## src/rtl/sdram_init_refresh_if.sv

```systemverilog
// Bus between the SDRAM init/refresh sequencer and the main controller.
// The sequencer drives the SDRAM command bus during init and the refresh
// request/pending status; the controller answers refresh requests on REF_ACK.
interface sdram_init_refresh_if #(
  parameter int ADDR_W = 13
);
  logic              CKE;
  logic [3:0]        CMD;
  logic [ADDR_W-1:0] ADDR;
  logic [1:0]        BA;
  logic              INIT_DONE;
  logic              REF_REQ;
  logic              REF_ACK;
  logic [3:0]        REF_PENDING;
  logic              REF_OVERFLOW;

  modport master (
    output CKE, CMD, ADDR, BA, INIT_DONE, REF_REQ, REF_PENDING, REF_OVERFLOW,
    input  REF_ACK
  );

  modport slave (
    input  CKE, CMD, ADDR, BA, INIT_DONE, REF_REQ, REF_PENDING, REF_OVERFLOW,
    output REF_ACK
  );
endinterface

```

## src/rtl/sdram_init_refresh.sv

```systemverilog
// SDRAM power-up initialisation sequencer and periodic refresh scheduler.
// Runs the JEDEC start-up sequence (inhibit wait, PRECHARGE ALL, N x AUTO
// REFRESH, LOAD MODE), then hands the bus to the controller and tracks owed
// refreshes through a REQ/ACK handshake. All outputs are registered: every
// output flop is loaded from the value computed for the upcoming cycle's state.
module sdram_init_refresh #(
  parameter int              T_POWERUP    = 20000,
  parameter int              T_RP         = 3,
  parameter int              T_RFC        = 7,
  parameter int              T_MRD        = 2,
  parameter int              INIT_REFS    = 8,
  parameter int              ADDR_W       = 13,
  parameter logic [ADDR_W-1:0] MODE_REG   = ADDR_W'(13'h0030),
  parameter int              REF_INTERVAL = 780,
  parameter int              MAX_PENDING  = 8
) (
  input  logic                   CLK,
  input  logic                   RESET,
  sdram_init_refresh_if.master   bus
);

  localparam logic [3:0] CMD_INHIBIT   = 4'b1111;
  localparam logic [3:0] CMD_NOP       = 4'b0111;
  localparam logic [3:0] CMD_PRECHARGE = 4'b0010;
  localparam logic [3:0] CMD_AUTO_REF  = 4'b0001;
  localparam logic [3:0] CMD_LOAD_MODE = 4'b0000;

  typedef enum logic [2:0] {
    POWERUP, PRECH, WAIT_RP, REF, WAIT_RFC, MRS, WAIT_MRD, IDLE
  } state_t;

  state_t            state_q, state_d;
  logic [15:0]       cnt_q, cnt_d;      // cycles spent in the current timed state
  logic [3:0]        refs_q, refs_d;    // AUTO REFRESH commands issued during init
  logic [15:0]       tmr_q, tmr_d;      // refresh interval down-counter
  logic              cke_q, cke_d;
  logic [3:0]        cmd_q, cmd_d;
  logic [ADDR_W-1:0] addr_q, addr_d;
  logic [1:0]        ba_q, ba_d;
  logic              done_q, done_d;
  logic              req_q, req_d;
  logic [3:0]        pend_q, pend_d;
  logic              ovf_q, ovf_d;
  logic              tick_s;
  logic              ack_s;

  // Next-state, next-output and refresh bookkeeping for the coming cycle.
  always_comb begin
    state_d = state_q;
    cnt_d   = cnt_q;
    refs_d  = refs_q;
    tmr_d   = tmr_q;
    cke_d   = 1'b1;
    cmd_d   = CMD_NOP;
    addr_d  = '0;
    ba_d    = 2'b00;
    done_d  = done_q;
    pend_d  = pend_q;
    ovf_d   = ovf_q;

    // The reset cycle counts as zero elapsed cycles, so POWERUP spans
    // exactly T_POWERUP cycles after RESET drops.
    case (state_q)
      POWERUP: begin
        if (cnt_q >= 16'(T_POWERUP)) begin
          state_d = PRECH;
          cnt_d   = 16'd0;
        end else begin
          cnt_d = cnt_q + 16'd1;
        end
      end
      PRECH: begin
        if (T_RP == 1) begin
          state_d = REF;
        end else begin
          state_d = WAIT_RP;
        end
        cnt_d = 16'd1;
      end
      WAIT_RP: begin
        if (cnt_q >= 16'(T_RP - 1)) begin
          state_d = REF;
        end else begin
          cnt_d = cnt_q + 16'd1;
        end
      end
      REF, WAIT_RFC: begin
        if ((state_q == REF && T_RFC == 1) ||
            (state_q == WAIT_RFC && cnt_q >= 16'(T_RFC - 1))) begin
          state_d = (refs_q < 4'(INIT_REFS)) ? REF : MRS;
        end else if (state_q == REF) begin
          state_d = WAIT_RFC;
          cnt_d   = 16'd1;
        end else begin
          cnt_d = cnt_q + 16'd1;
        end
      end
      MRS: begin
        if (T_MRD == 1) begin
          state_d = IDLE;
        end else begin
          state_d = WAIT_MRD;
        end
        cnt_d = 16'd1;
      end
      WAIT_MRD: begin
        if (cnt_q >= 16'(T_MRD - 1)) begin
          state_d = IDLE;
        end else begin
          cnt_d = cnt_q + 16'd1;
        end
      end
      IDLE: begin
        state_d = IDLE;
      end
      default: begin
        state_d = POWERUP;
        cnt_d   = 16'd0;
      end
    endcase

    // Bus drive for the state being entered.
    case (state_d)
      POWERUP: cmd_d = CMD_INHIBIT;
      PRECH: begin
        cmd_d      = CMD_PRECHARGE;
        addr_d[10] = 1'b1;
      end
      REF: begin
        cmd_d  = CMD_AUTO_REF;
        refs_d = refs_q + 4'd1;
      end
      MRS: begin
        cmd_d  = CMD_LOAD_MODE;
        addr_d = MODE_REG;
      end
      IDLE:    done_d = 1'b1;
      default: cmd_d = CMD_NOP;
    endcase

    // Refresh interval timer: loaded on IDLE entry, reloads after reaching 0.
    tick_s = (state_q == IDLE) && (tmr_q == 16'd0);
    if (state_d == IDLE && state_q != IDLE) begin
      tmr_d = 16'(REF_INTERVAL - 1);
    end else if (state_q == IDLE) begin
      tmr_d = tick_s ? 16'(REF_INTERVAL - 1) : (tmr_q - 16'd1);
    end else begin
      tmr_d = tmr_q;
    end

    // Owed-refresh count; an ACK only counts while a request is visible.
    ack_s = bus.REF_ACK && req_q;
    if (tick_s && !ack_s) begin
      if (pend_q == 4'(MAX_PENDING)) begin
        ovf_d = 1'b1;
      end else begin
        pend_d = pend_q + 4'd1;
      end
    end else if (ack_s && !tick_s) begin
      pend_d = pend_q - 4'd1;
    end else begin
      pend_d = pend_q;
    end

    req_d = done_d && (pend_d != 4'd0);
  end

  // State, counters and registered outputs; RESET restarts from POWERUP.
  always_ff @(posedge CLK) begin
    if (RESET) begin
      state_q <= POWERUP;
      cnt_q   <= 16'd0;
      refs_q  <= 4'd0;
      tmr_q   <= 16'd0;
      cke_q   <= 1'b0;
      cmd_q   <= CMD_INHIBIT;
      addr_q  <= '0;
      ba_q    <= 2'b00;
      done_q  <= 1'b0;
      req_q   <= 1'b0;
      pend_q  <= 4'd0;
      ovf_q   <= 1'b0;
    end else begin
      state_q <= state_d;
      cnt_q   <= cnt_d;
      refs_q  <= refs_d;
      tmr_q   <= tmr_d;
      cke_q   <= cke_d;
      cmd_q   <= cmd_d;
      addr_q  <= addr_d;
      ba_q    <= ba_d;
      done_q  <= done_d;
      req_q   <= req_d;
      pend_q  <= pend_d;
      ovf_q   <= ovf_d;
    end
  end

  assign bus.CKE          = cke_q;
  assign bus.CMD          = cmd_q;
  assign bus.ADDR         = addr_q;
  assign bus.BA           = ba_q;
  assign bus.INIT_DONE    = done_q;
  assign bus.REF_REQ      = req_q;
  assign bus.REF_PENDING  = pend_q;
  assign bus.REF_OVERFLOW = ovf_q;

endmodule

```

## src/flat_wrapper.sv

```systemverilog
// flat-port wrapper written by rule: the top's interface ports become plain ports
module sdram_init_refresh_flat 
#(
  parameter int              T_POWERUP    = 20000,
  parameter int              T_RP         = 3,
  parameter int              T_RFC        = 7,
  parameter int              T_MRD        = 2,
  parameter int              INIT_REFS    = 8,
  parameter int              ADDR_W       = 13,
  parameter logic [ADDR_W-1:0] MODE_REG   = ADDR_W'(13'h0030),
  parameter int              REF_INTERVAL = 780,
  parameter int              MAX_PENDING  = 8
)
  (CLK, RESET, bus_CKE, bus_CMD, bus_ADDR, bus_BA, bus_INIT_DONE, bus_REF_REQ, bus_REF_PENDING, bus_REF_OVERFLOW, bus_REF_ACK);
  sdram_init_refresh_if #(.ADDR_W(ADDR_W)) bus_i ();
  input  logic CLK;
  input  logic RESET;
  output wire logic [$bits(bus_i.CKE)-1:0] bus_CKE;
  output wire logic [$bits(bus_i.CMD)-1:0] bus_CMD;
  output wire logic [$bits(bus_i.ADDR)-1:0] bus_ADDR;
  output wire logic [$bits(bus_i.BA)-1:0] bus_BA;
  output wire logic [$bits(bus_i.INIT_DONE)-1:0] bus_INIT_DONE;
  output wire logic [$bits(bus_i.REF_REQ)-1:0] bus_REF_REQ;
  output wire logic [$bits(bus_i.REF_PENDING)-1:0] bus_REF_PENDING;
  output wire logic [$bits(bus_i.REF_OVERFLOW)-1:0] bus_REF_OVERFLOW;
  input wire logic [$bits(bus_i.REF_ACK)-1:0] bus_REF_ACK;
  assign bus_CKE = bus_i.CKE;
  assign bus_CMD = bus_i.CMD;
  assign bus_ADDR = bus_i.ADDR;
  assign bus_BA = bus_i.BA;
  assign bus_INIT_DONE = bus_i.INIT_DONE;
  assign bus_REF_REQ = bus_i.REF_REQ;
  assign bus_REF_PENDING = bus_i.REF_PENDING;
  assign bus_REF_OVERFLOW = bus_i.REF_OVERFLOW;
  assign bus_i.REF_ACK = bus_REF_ACK;
  sdram_init_refresh #(.T_POWERUP(T_POWERUP), .T_RP(T_RP), .T_RFC(T_RFC), .T_MRD(T_MRD), .INIT_REFS(INIT_REFS), .ADDR_W(ADDR_W), .MODE_REG(MODE_REG), .REF_INTERVAL(REF_INTERVAL), .MAX_PENDING(MAX_PENDING)) u_core (.CLK(CLK), .RESET(RESET), .bus(bus_i));
endmodule
```

## config.mk

```make
export PLATFORM = sky130hd
export DESIGN_NAME = sdram_init_refresh_flat
export DESIGN_NICKNAME = d
export VERILOG_FILES = /design/src/rtl/sdram_init_refresh_if.sv /design/src/rtl/sdram_init_refresh.sv /design/src/flat_wrapper.sv
export SDC_FILE = /design/constraint.sdc
export NUM_CORES = 1
export LEC_CHECK = 0
export CORE_MARGIN = 5
export CORE_UTILIZATION = 51
export DETAILED_ROUTE_END_ITERATION = 12
export PLACE_DENSITY = 0.8
export REMOVE_ABC_BUFFERS = 1
export SETUP_SLACK_MARGIN = 0.5
export SYNTH_ARGS = -nofsm -noshare
export SYNTH_HDL_FRONTEND = slang
export SYNTH_SLANG_ARGS = --single-unit
export TNS_END_PERCENT = 1
```

## constraint.sdc

```tcl
create_clock -name CLK -period 2.6 [get_ports CLK]
set_input_delay 0.39 -clock CLK [delete_from_list [all_inputs] [get_ports CLK]]
set_output_delay 0.39 -clock CLK [all_outputs]
set_load 0.01 [all_outputs]
```

Yosys cells after proc, flatten, opt, wreduce, memory -nomap -nowiden. Cells that the tools add are included.

Input bits: 3. Register bits after elaboration: 64.

Multiplexer cells: 24. Order comparisons: 5. $add $sub $neg: 5. Equal/unequal tests: 16. Reductions and logical operators: 20.

Operators by type and width (number): $mux W16 (6); $pmux W16 S5 (1); $pmux W3 S7 (1); $mux W10 (2); $eq A3 B3 Y1 const B (6); $mux W3 (6); $add A16 B1 Y16 const B (1); $ge A16 B1 Y1 const B (1); $ge A16 B15 Y1 const B (1); $ge A16 B2 Y1 const B (1); $ge A16 B3 Y1 const B (1); $logic_not A16 Y1 (1); $pmux W4 S4 (1); $sub A16 B1 Y16 const B (1); $mux W4 (3); $eq A3 B2 Y1 const B (3); $add A4 B1 Y4 const B (2); $logic_and A1 B1 Y1 (7); $eq A3 B1 Y1 const B (2); $logic_not A3 Y1 (2); $mux W6 (1); $ne A2 B2 Y1 const B (3); $reduce_or A2 Y1 (3); $reduce_bool A5 Y1 (1); other kinds (10) (13).

Logic depth before layout (Yosys ltp). Gate-level depths: netlist (run 1).

Depth after elaboration: 8. Depth in mapped cells: 10. Gate-level depth less buffers: 9.

Worst setup path before layout (run 1). Ideal clock, no wire load.

Path kind: reg-to-reg. Start: register u_core.state_q[0]. End: register u_core.tmr_q[7]. Arrival: 2.404 ns. Slack: 0.082 ns. Stages on the path, launching flop included: 11. Period minus slack after synthesis: 2.518 ns. Setup time: 0.115 ns. Cells stage by stage: dfxtp_1 inv_1 ha_1 a2111oi_0 and3b_1 a22oi_1 o2111a_1 or3_1 o21ai_2 buf_4 nor2_1.

Word-level cells in the longest chain between the ends: 7. Elaborated cells on any way between the ends: 22.

RTL lines: start: declaration (line sdram_init_refresh.sv:32) `state_t state_q, state_d;`; start signal: assignment (line sdram_init_refresh.sv:184) `state_q <= state_d;`; $eq A3 B2 Y1 or $eq A3 B3 Y1 (tied branches); $mux W3 or $logic_and A1 B1 Y1 (tied branches) (line sdram_init_refresh.sv:91, sdram_init_refresh.sv:89); $mux W3 (line sdram_init_refresh.sv:88) `if ((state_q == REF && T_RFC == 1) ||`; $pmux W3 S7 (line sdram_init_refresh.sv:63) `case (state_q)`; $eq A3 B3 Y1 (line sdram_init_refresh.sv:143) `if (state_d == IDLE && state_q != IDLE) begin`; $logic_and A1 B1 Y1 (line sdram_init_refresh.sv:143); $reduce_or A2 Y1 (no source line); end signal: assignment (line sdram_init_refresh.sv:187) `tmr_q <= tmr_d;`; end: declaration (line sdram_init_refresh.sv:35) `logic [15:0] tmr_q, tmr_d;`.

Parallel ways exist; a longest one is shown, timed or not. A chain may end at the register's enable or synchronous reset.

Worst setup path in the final report (run 1).
Start: register u_core.tmr_q[0]. End: register u_core.req_q, in the netlist u_core.bus.REF_REQ.

Word-level cells in the longest chain between the ends: 8. Elaborated cells on any way between the ends: 9.

RTL lines: $logic_not A16 Y1 * (line sdram_init_refresh.sv:142) `tick_s = (state_q == IDLE) && (tmr_q == 16'd0);`; $logic_and A1 B1 Y1 * (line sdram_init_refresh.sv:142); $logic_not A1 Y1 (line sdram_init_refresh.sv:159) `end else if (ack_s && !tick_s) begin`; $logic_and A1 B1 Y1 (line sdram_init_refresh.sv:159); $mux W4 (line sdram_init_refresh.sv:159); $mux W4 * (line sdram_init_refresh.sv:153) `if (tick_s && !ack_s) begin`; $reduce_bool A4 Y1 * (line sdram_init_refresh.sv:165) `req_d = done_d && (pend_d != 4'd0);`; $logic_and A1 B1 Y1 * (line sdram_init_refresh.sv:165); end signal: assignment (line sdram_init_refresh.sv:193) `req_q <= req_d;`; end: declaration (line sdram_init_refresh.sv:41) `logic req_q, req_d;`.

Every way passes the cells marked *; elsewhere a longest branch is shown, timed or not.

==> impl_metrics.json, run 1 <==
{
  "rows": 27,
  "synth_seq_cells": 53,
  "fin_crit_sh": 0.961,
  "grt_first_pass_wirelength_mm": 10.6,
  "clock-sinks": 53,
  "synth_area_leaders": "dfxtp_1, nor2_1, ha_1, xnor2_1, buf_4",
  "hold_viol": 0,
  "path_depth": 9,
  "maxSlewHeadroom": 0.656,
  "crit_family": "simple AND/OR/NAND/NOR gates",
  "yosys.area.top_type_share": 0.376,
  "cap_violations": 0,
  "start_kind": "register",
  "clkLatencyLatePin_ns": 0.30,
  "worst_path_max_delay_cell": "or4_4",
  "nNetsFinal": 387,
  "ys.flop_type": "dfxtp_1",
  "place.gp.congestion": 0.848,
  "utilization": 0.613,
  "ff2ff_path_depth": 9,
  "start_util": 0.519,
  "grt_overflow": 0,
  "status": "finished, final reports clean",
  "port_buffers": 17,
  "drc": 0,
  "cp-startpoint": "u_core.tmr_q[0]",
  "dp_cells": 431,
  "worstMarginPinSlew_ns": 0.511,
  "crit_path_max_incr_delay_ns": 0.55,
  "die_area_mm2": 0.00712,
  "cts-buffers-inserted": 5,
  "dr.pass1.iters": 4,
  "synth_top_cell_by_area": "dfxtp_1",
  "finalSetupTns_ns": 0,
  "vias": 2471,
  "p_leak_nw": 1.25,
  "vias_per_cell": 5.55,
  "clk_pin_slew_ns": 0.09,
  "setup_viol": 0,
  "rrSetupSlack_ns": 0.10,
  "drtAntennaViolNets": 0,
  "ys_warn_count": 0,
  "crit_fanout": 5,
  "post_drt_wl_per_cell_um": 13.2,
  "holdWs_ns": 0.477,
  "synth_edf_count": 0,
  "die_w_um": 84.4,
  "layout-drive-gt1-share": 0.180,
  "drt_wl_total_mm": 5.88,
  "finClkSkew_ns": 0.0102,
  "grt_usage": 0.174,
  "worstPathRequired_ns": 2.79,
  "ys_types": 52,
  "cp-endpoint": "u_core.bus.REF_REQ",
  "worstPathArrival_ns": 2.69,
  "first_global_vias": 2442,
  "worstReg2RegStart": "u_core.tmr_q[0]",
  "peakVddDrop_mv": 0.478,
  "core_mm2": 0.00544,
  "crit_buf_inv": 1,
  "period_minus_slack_ns": 2.50,
  "end_kind": "register",
  "fmaxAchievable_ghz": 0.400,
  "hold_class": "reg -> reg",
  "crit_chain": "inv_1 -> ha_1 -> or3b_4 -> or4_4 -> or4_4 -> nor3_2 -> nor3_1 -> a31oi_1 -> a31oi_1",
  "antenna_cells": 0,
  "stdcell_count": 445,
  "syn_to_final_growth_pct": 18.1,
  "drv_slew": 0,
  "ys_seq_area_frac": 0.376,
  "antenna_found_initial": 0,
  "synth_async_sr_flop_share": 0,
  "syn_area_mm2": 0.00282,
  "syn_avg_cell_area_um2": 8.45,
  "cts_tree": "done",
  "h-tree-depth": 2,
  "grt_max_degree": 16,
  "hpwl_mm": 4.29,
  "root_buffer": "clkbuf_8",
  "whs_path_depth": 1,
  "die_h_um": 84.4,
  "critPathKind": "reg -> reg",
  "rsz0062_at_grt": "true",
  "netlist_instances": 334,
  "powerDensity_mw_per_mm2": 658,
  "drt_iter0_drc": 117,
  "r2r-end": "u_core.bus.REF_REQ",
  "ctsLongestPathBuffers": 2,
  "ios": 30
}
## through the flow
step           worst slack [ns]  total power, mW  cell area (um2)
4_1_cts                   0.151             2.17             3240
3_3_place_gp             0.0621             1.69             3130
2_1_floorplan            0.0289             1.43             2730
3_5_place_dp            0.00149             1.71             3130
5_1_grt                 -0.0193             2.37             3330
6_report                  0.102             2.19             3330
## cell usage in the layout, fill, tap and decap left out, types with 2 or more instances in the layout
master / count
nor2_1: 54
dfxtp_1: 49
buf_4: 24
nand2_1: 19
xnor2_1: 17
clkdlybuf4s50_1: 17
nor3_1: 15
inv_1: 15
ha_1: 12
conb_1: 12
o21ai_0: 11
xor2_1: 9
a21oi_1: 9
a31oi_1: 7
nand3_1: 6
or3_1: 6
nor4_1: 5
and4_1: 5
clkbuf_8: 5
nand3b_1: 4
or4_4: 4
a211oi_1: 4
nand4_1: 3
a311oi_1: 3
nor2b_1: 3
and2_1: 3
a31o_2: 3
nor4_2: 3
nor2_2: 3
dfxtp_2: 3
o21a_1: 2
o211ai_1: 2
or2_2: 2
or4_1: 2
nor3_4: 2
clkinv_2: 2
## routing by layer
| metal | up-vias | global-route usage | routed length (um) |
|---|---|---|---|
| met1 | 1162 | 0.215 | 2580 |
| met3 | 13 | 0.0393 | 333 |
| met4 | 0 | 0.0633 | 114 |
| met5 | - | 0 | 0 |
| li1 | 1224 | - | - |
| met2 | 72 | 0.297 | 2860 |
## sequential cells by signal, summed over array words and instances (netlist names)
name / cells
u_core.bus.CMD: 4
u_core.bus.REF_OVERFLOW: 1
u_core.tmr_q: 16
u_core.bus.REF_REQ: 1
u_core.bus.INIT_DONE: 1
u_core.state_q: 3
u_core.cnt_q: 16
u_core.bus.ADDR: 2
u_core.bus.REF_PENDING: 4
u_core.refs_q: 4
u_core.bus.CKE: 1
## cell usage after synthesis, types with 3 or more instances
cell	instances
or4_4	4
inv_1	15
nand3_1	7
nand2_1	20
a31oi_1	8
clkbuf_1	6
nor3_1	15
o21ai_0	12
and4_1	5
nor4_1	8
a31o_2	3
a311oi_1	3
nand3b_1	4
or3_1	7
and2_1	3
dfxtp_1	53
nor2b_1	3
xor2_1	9
ha_1	12
nand4_1	3
a21oi_1	10
xnor2_1	17
buf_4	14
a211oi_1	4
nor2_1	57
## logic make-up (layout without fill, tap and decap cells)
group,count (synthesis),count (layout),share of synthesized area
AOI/OAI and AO/OA,55,55,0.136
buffers and inverters,36,64,0.0669
DFF,53,53,0.376
muxes,2,2,0.00754
and+or+nand+nor,149,149,0.279
xor gates and xnor gates,26,26,0.0807
adders and majority gates,12,12,0.0532
other,1,12,0.00133
## cell type report
| class | count | area [um2] |
|---|---|---|
| multi-input cells | 256 | 1690 |
| well taps | 72 | 90.1 |
| flip-flops and latches | 53 | 1070 |
| clock buffers | 6 | 72.6 |
| inverters | 15 | 56.3 |
| fillers | 456 | 2100 |
| clock inverters | 2 | 10.0 |
| repair buffers | 41 | 350 |
## worst min-delay path by stage
stage                                         end  slack [ns]                     from
after floorplan                  u_core.refs_q[2]        0.46                    RESET
after global placement    u_core.bus.REF_OVERFLOW        0.47  u_core.bus.REF_OVERFLOW
after detailed placement  u_core.bus.REF_OVERFLOW        0.48  u_core.bus.REF_OVERFLOW
after CTS                         u_core.tmr_q[0]        0.48          u_core.tmr_q[0]
after global routing              u_core.tmr_q[0]        0.48          u_core.tmr_q[0]
final                             u_core.tmr_q[0]        0.48          u_core.tmr_q[0]
## report_power, final
group	total, mW	switching [mW]	internal, mW
Sequential	0.936	0.0603	0.876
Clock	0.440	0.253	0.187
Combinational	0.818	0.450	0.368
Total	2.19	0.763	1.43
## timing repair
action | 4_1_cts | 5_1_grt
endpoints found under the setup margin | 50 | 50
cloned | 0 | 0
setup buffers | 2 | 4
hold buffers | 0 | 0
pin swaps | 2 | 5
endpoints found under the hold margin | 0 | 0
resized for setup | 9 | 14
(Power assumes the default switching activity.)
==> run 2: changes to the inputs <==
ABC_AREA = 1   (was unset)
CORE_UTILIZATION = 52   (was 51)
==> run 2 against run 1 <==
Net effect: sequential share of layout area fell by 2.1 points; global-route usage is 0.26 points higher; count of clock-buffer cells in the layout shrank 1; core utilization shrank 0.89 points; wire length rose by 14%; combinational power rose by 21%; flip-flop and latch count unchanged; clock skew increased by 0.0022 ns; largest cell class unchanged.
==> impl_metrics.json, run 2 <==
{
  "ctsLongestPathBuffers": 2,
  "ff2ff_path_depth": 15,
  "h-tree-depth": 2,
  "first_global_vias": 2657,
  "final_area_mm2": 0.00358,
  "grt_usage": 0.177,
  "hpwl_mm": 4.84,
  "ys.flop_type": "dfxtp_1",
  "rrSetupSlack_ns": 0.59,
  "drt_wl_total_mm": 6.73,
  "die_w_um": 87.8,
  "place_area_mm2": 0.00333,
  "start_kind": "register",
  "yosysMostFrequentCell": "nand2_1",
  "clkLatencyLatePin_ns": 0.31,
  "wl_met2_mm": 3.14,
  "hold_viol": 0,
  "hold_class": "reg -> reg",
  "ctsHoldBuffers": 0,
  "clk_pin_slew_ns": 0.11,
  "place.gp.congestion": 0.932,
  "clkPwrFrac": 0.200,
  "grt_max_degree": 19,
  "layout_commonest_cell": "nand2_1",
  "ys_types": 36,
  "antenna_cells": 0,
  "p_comb_frac": 0.407,
  "vias_per_cell": 5.13,
  "drc": 0,
  "r2r-end": "u_core.tmr_q[15]",
  "intPower_mw": 1.46,
  "crit_chain": "inv_1 -> ha_2 -> nand2_4 -> inv_2 -> nor2_4 -> inv_2 -> nor2_4 -> nor2_1 -> nand2_1 -> nor2_2 -> nor2_4 -> nand4_1 -> buf_6 -> nand3_4 -> nor2_1",
  "p_seq_frac": 0.393,
  "totalPowerFinal_mw": 2.43,
  "status": "finished, final reports clean",
  "vias": 2885,
  "period_minus_slack_ns": 2.01,
  "worstPathArrival_ns": 2.22,
  "top_regs": "u_core.cnt_q x16, u_core.tmr_q x16",
  "finClkSkew_ns": 0.0124,
  "whs_path_depth": 2,
  "worst_path_max_delay_cell": "dfxtp_4",
  "syn_avg_cell_area_um2": 6.86,
  "crit_buf_inv": 4,
  "dr.pass1.iters": 5,
  "ys_seq_area_frac": 0.337,
  "peakVddDrop_mv": 0.575,
  "critPathKind": "reg -> reg",
  "layout_common_cells": "nand2_1, nor2_1, inv_1, dfxtp_1, nand3_1",
  "synth_seq_cells": 53,
  "synth_top_cell_by_area": "dfxtp_1",
  "powerDensity_mw_per_mm2": 680,
  "crit_path_max_incr_delay_ns": 0.41,
  "syn_area_mm2": 0.00315,
  "finalSetupTns_ns": 0,
  "drv_slew": 0,
  "worstHoldEndpoint": "u_core.bus.INIT_DONE",
  "syn_to_final_growth_pct": 13.6,
  "top_layer": "met4",
  "holdCritStartpoint": "u_core.bus.INIT_DONE",
  "met1Wirelength_mm": 3.13,
  "crit_fanout": 6,
  "p_switching_uw": 967,
  "fmaxAchievable_ghz": 0.497,
  "rows": 28,
  "worstPathRequired_ns": 2.81,
  "grt_first_pass_wirelength_mm": 11.2,
  "switching_share": 0.398,
  "die_area_mm2": 0.00771,
  "grt_overflow": 0,
  "worstReg2RegStart": "u_core.state_q[0]",
  "setup_viol": 0,
  "cap_violations": 0,
  "ios": 30,
  "p_leak_nw": 1.64,
  "die_h_um": 87.8,
  "yosys.area.top_type_share": 0.337,
  "end_kind": "register",
  "synthTopCellsByCount": "nand2_1, nor2_1, inv_1",
  "drt_iter0_drc": 161,
  "ys_warn_count": 0,
  "crit_family": "simple AND/OR/NAND/NOR gates",
  "synth_async_sr_flop_share": 0,
  "layout-drive-gt1-share": 0.154,
  "clock-sinks": 53,
  "post_drt_wl_per_cell_um": 12.0,
  "synth_area_leaders": "dfxtp_1, nand2_1, nor2_1, inv_1, ha_1",
  "nNetsFinal": 501,
  "cp_common_cell": "nor2_4",
  "start_util": 0.532,
  "port_buffers": 17,
  "core_mm2": 0.00592,
  "root_buffer": "clkbuf_8",
  "fin_crit_sh": 0.774,
  "cts-buffers-inserted": 5,
  "antenna_found_initial": 0,
  "netlist_instances": 459,
  "cts_tree": "done",
  "met3_length_um": 290,
  "drtAntennaViolNets": 0,
  "synth_edf_count": 0,
  "rsz0062_at_grt": "true"
}
[run 2: per-layer routing]
metal | vias up | GRT usage
li1 | 1470 | -
met1 | 1311 | 0.231
met2 | 83 | 0.293
met3 | 21 | 0.0273
met4 | 0 | 0.0683
met5 | - | 0
[run 2: final cells by class]
| class | instances | area, um2 |
|---|---|---|
| Inverter | 64 | 248 |
| Tap cell | 75 | 93.8 |
| Timing Repair Buffer | 26 | 241 |
| Sequential cell | 53 | 1070 |
| Clock inverter | 3 | 25.0 |
| Multi-Input combinational cell | 336 | 1830 |
| Clock buffer | 5 | 68.8 |
| Fill cell | 517 | 2340 |
[run 2: kinds of logic after synthesis]
logic type	after synthesis	synth area share
buf+inv	82	0.120
compound gates	46	0.0807
other cells	1	0.00119
simple gates	246	0.360
fa+ha+maj	12	0.0477
flops	53	0.337
xor+xnor	19	0.0529
[run 2: worst max path at each step]
stage                      startpoint          endpoint  cells after the start
floorplan           u_core.state_q[0]  u_core.tmr_q[15]                     14
global placement    u_core.state_q[0]   u_core.cnt_q[1]                     13
detailed placement  u_core.state_q[0]   u_core.cnt_q[1]                     13
CTS                 u_core.state_q[0]  u_core.tmr_q[15]                     14
global route        u_core.state_q[0]  u_core.tmr_q[15]                     15
finish              u_core.state_q[0]  u_core.tmr_q[15]                     15
[run 2: through the flow]
stage	hold slack [ns]	utilization	instances	setup WS, ns
4_1_cts	0.484	0.585	557	0.336
6_report	0.484	0.604	562	0.586
2_1_floorplan	0.442	-	452	0.601
3_3_place_gp	0.456	0.562	546	0.284
3_5_place_dp	0.469	0.562	546	0.202
5_1_grt	0.514	0.604	562	0.409
[run 2: power groups by stage]
stage	sequential, mW	combinational (mW)	clock (mW)
3_5_place_dp	0.956	0.816	0
6_report	0.957	0.989	0.485
5_1_grt	0.964	1.11	0.539
2_1_floorplan	0.959	0.604	0
3_3_place_gp	0.953	0.795	0
4_1_cts	0.938	0.866	0.507
[run 2: timing repair]
item / in CTS / in global routing
resized for setup: 2 / 25
pin swaps: 1 / 8
setup buffers: 3 / 4
setup endpoints to repair: 33 / 45
gates cloned: 0 / 1
[run 2: tightest hold or removal path, delay by kind of cell (launching register included)]
| kind | cells | cell delay, ns |
|---|---|---|
| DFF | 1 | 0.33 |
| buffers and inverters | 1 | 0.07 |
| AOI/OAI and AO/OA | 1 | 0.06 |
==> run 3: changes to the inputs <==
CORE_UTILIZATION = 55   (was 52)
PLACE_DENSITY = 0.81   (was 0.8)
clock period = 2.05 ns   (was 2.6 ns; I/O delays follow)
==> run 3 against run 2 <==
Net effect: the run now ends with negative setup slack left; largest power group unchanged; core utilization is 12 points higher; global-route usage is 5.4 points higher; clock skew is 0.00067 ns higher; count of clock-buffer cells in the layout is the same; worst setup slack got worse by 0.70 ns.
==> impl_metrics.json, run 3 (synthesis results as in run 2) <==
{
  "vias": 3241,
  "utilization": 0.722,
  "clkLatencyLatePin_ns": 0.32,
  "clk_pin_slew_ns": 0.11,
  "vias_per_cell": 5.47,
  "stdcell_count": 592,
  "crit_fanout": 8,
  "setup_ws_ns": -0.112,
  "first_global_vias": 3161,
  "drt_wl_total_mm": 8.76,
  "worstPathArrival_ns": 2.41,
  "grt_first_pass_wirelength_mm": 14.0,
  "r2r-end": "u_core.cnt_q[8]",
  "grt_overflow": 0,
  "critPathKind": "reg -> reg",
  "top_regs": "u_core.cnt_q x16, u_core.tmr_q x16",
  "layout_common_cells": "nand2_1, nor2_1, inv_1, dfxtp_1, buf_4",
  "dp_cells": 562,
  "h-tree-depth": 2,
  "drv_slew": 0,
  "nNetsFinal": 534,
  "port_buffers": 17,
  "drt_iter0_drc": 246,
  "die_w_um": 85.7,
  "core_mm2": 0.00554,
  "p_switching_mw": 1.52,
  "fin_crit_sh": 1.05,
  "ff2ff_path_depth": 13,
  "status": "finished with violations",
  "start_util": 0.568,
  "cp-endpoint": "u_core.cnt_q[8]",
  "start_kind": "register",
  "worstPathRequired_ns": 2.29,
  "violations": "negative setup slack",
  "finClkSkew_ns": 0.0131,
  "cp-startpoint": "u_core.state_q[1]",
  "p_comb_frac": 0.519,
  "seq_area_mm2": 0.00108,
  "post_drt_wl_per_cell_um": 14.8,
  "rrSetupSlack_ns": -0.11,
  "cts_tree": "done",
  "hold_class": "reg -> reg",
  "cap_violations": 0,
  "cts-buffers-inserted": 5,
  "worstReg2RegStart": "u_core.state_q[1]",
  "dr.pass1.iters": 7,
  "period_minus_slack_ns": 2.16,
  "rows": 27,
  "p_seq_frac": 0.319,
  "peakVddDrop_mv": 0.679,
  "setup_viol": 28,
  "powerDensity_mw_per_mm2": 946,
  "drtAntennaViolNets": 0,
  "grt_usage": 0.230,
  "fillers": 381,
  "hold_viol": 0,
  "rsz0062_at_grt": "true",
  "whs_path_depth": 2,
  "drc": 0,
  "clock-sinks": 53,
  "syn_to_final_growth_pct": 27.1,
  "place.gp.congestion": 0.884,
  "holdWs_ns": 0.482,
  "ios": 30,
  "die_h_um": 85.7,
  "end_kind": "register",
  "grt_max_degree": 18,
  "antenna_found_initial": 0,
  "dpl_worst_slack_ns": -0.0925,
  "antenna_cells": 0,
  "die_area_mm2": 0.00734,
  "totalPowerFinal_mw": 3.79,
  "fmaxAchievable_ghz": 0.463,
  "p_leak_nw": 1.99,
  "switching_share": 0.400,
  "layout-drive-gt1-share": 0.252,
  "intPower_mw": 2.27,
  "layout_commonest_cell": "nand2_1",
  "clkPwrFrac": 0.162,
  "ctsLongestPathBuffers": 2,
  "multi_input_area_mm2": 0.00190,
  "hpwl_mm": 5.12,
  "root_buffer": "clkbuf_8"
}
-- run 3: cell types whose count changed in the layout (fill, tap and decap cells not counted), sizes merged --
cell	delta
buf	+34
clkdlybuf4s50	-8
clkinv	+2
clkinvlp	-1
dlymetal6s2s	+8
inv	-1
nand3	-1
-- run 3: power groups by stage --
stage                     clock, mW  sequential [mW]  combinational, mW
final                         0.614             1.21               1.97
after global routing          0.676             1.22               2.11
after CTS                     0.619             1.20               1.69
after detailed placement          0             1.20               1.21
after global placement            0             1.19               1.18
after floorplan                   0             1.22              0.766
-- run 3: how the worst min path moves through the flow --
stage                                  startpoint                       to
after CTS                         u_core.tmr_q[1]          u_core.tmr_q[1]
after global placement    u_core.bus.REF_OVERFLOW  u_core.bus.REF_OVERFLOW
after floorplan                             RESET     u_core.bus.INIT_DONE
after global routing             u_core.cnt_q[14]         u_core.cnt_q[14]
after detailed placement          u_core.tmr_q[1]          u_core.tmr_q[1]
final                             u_core.tmr_q[1]          u_core.tmr_q[1]
-- run 3: cell type report --
class | count | area share
inverter | 64 | 0.0631
clock inverter | 3 | 0.00563
tap | 72 | 0.0225
sequential | 53 | 0.269
multi-input combinational | 335 | 0.474
clock buffer | 5 | 0.0172
timing repair buffer | 60 | 0.148
-- run 3: worst max-delay path, stage by stage, from the launching register on --
cell	delay, ns
dfxtp_4	0.38
ha_4	0.18
inv_2	0.09
nor2_2	0.07
nor2_4	0.15
inv_2	0.07
nor2_1	0.17
inv_1	0.09
nand3_1	0.12
nand2_1	0.11
a21oi_4	0.30
buf_4	0.19
nand2_1	0.06
a21oi_1	0.10
-- run 3: repair_timing --
| action | CTS | global route |
|---|---|---|
| pin swaps | 22 | 17 |
| hold buffers | 0 | 0 |
| endpoints found under the setup margin | 56 | 60 |
| gates cloned | 1 | 0 |
| resized for setup | 39 | 30 |
| buffers inserted | 20 | 1 |
-- run 3: through the flow --
step	TNS [ns]	cell area, um2
final	-1.84	4000
after global placement	0	3480
after floorplan	0	3050
after global routing	-6.78	4000
after CTS	0	3910
after detailed placement	-0.916	3480
-- run 3: layer usage --
metal	GRT usage	up-vias	share of wire
met3	0.0423	52	0.069
met4	0.0835	0	0.040
li1	-	1525	-
met1	0.277	1504	0.41
met2	0.408	160	0.49
met5	0	-	0
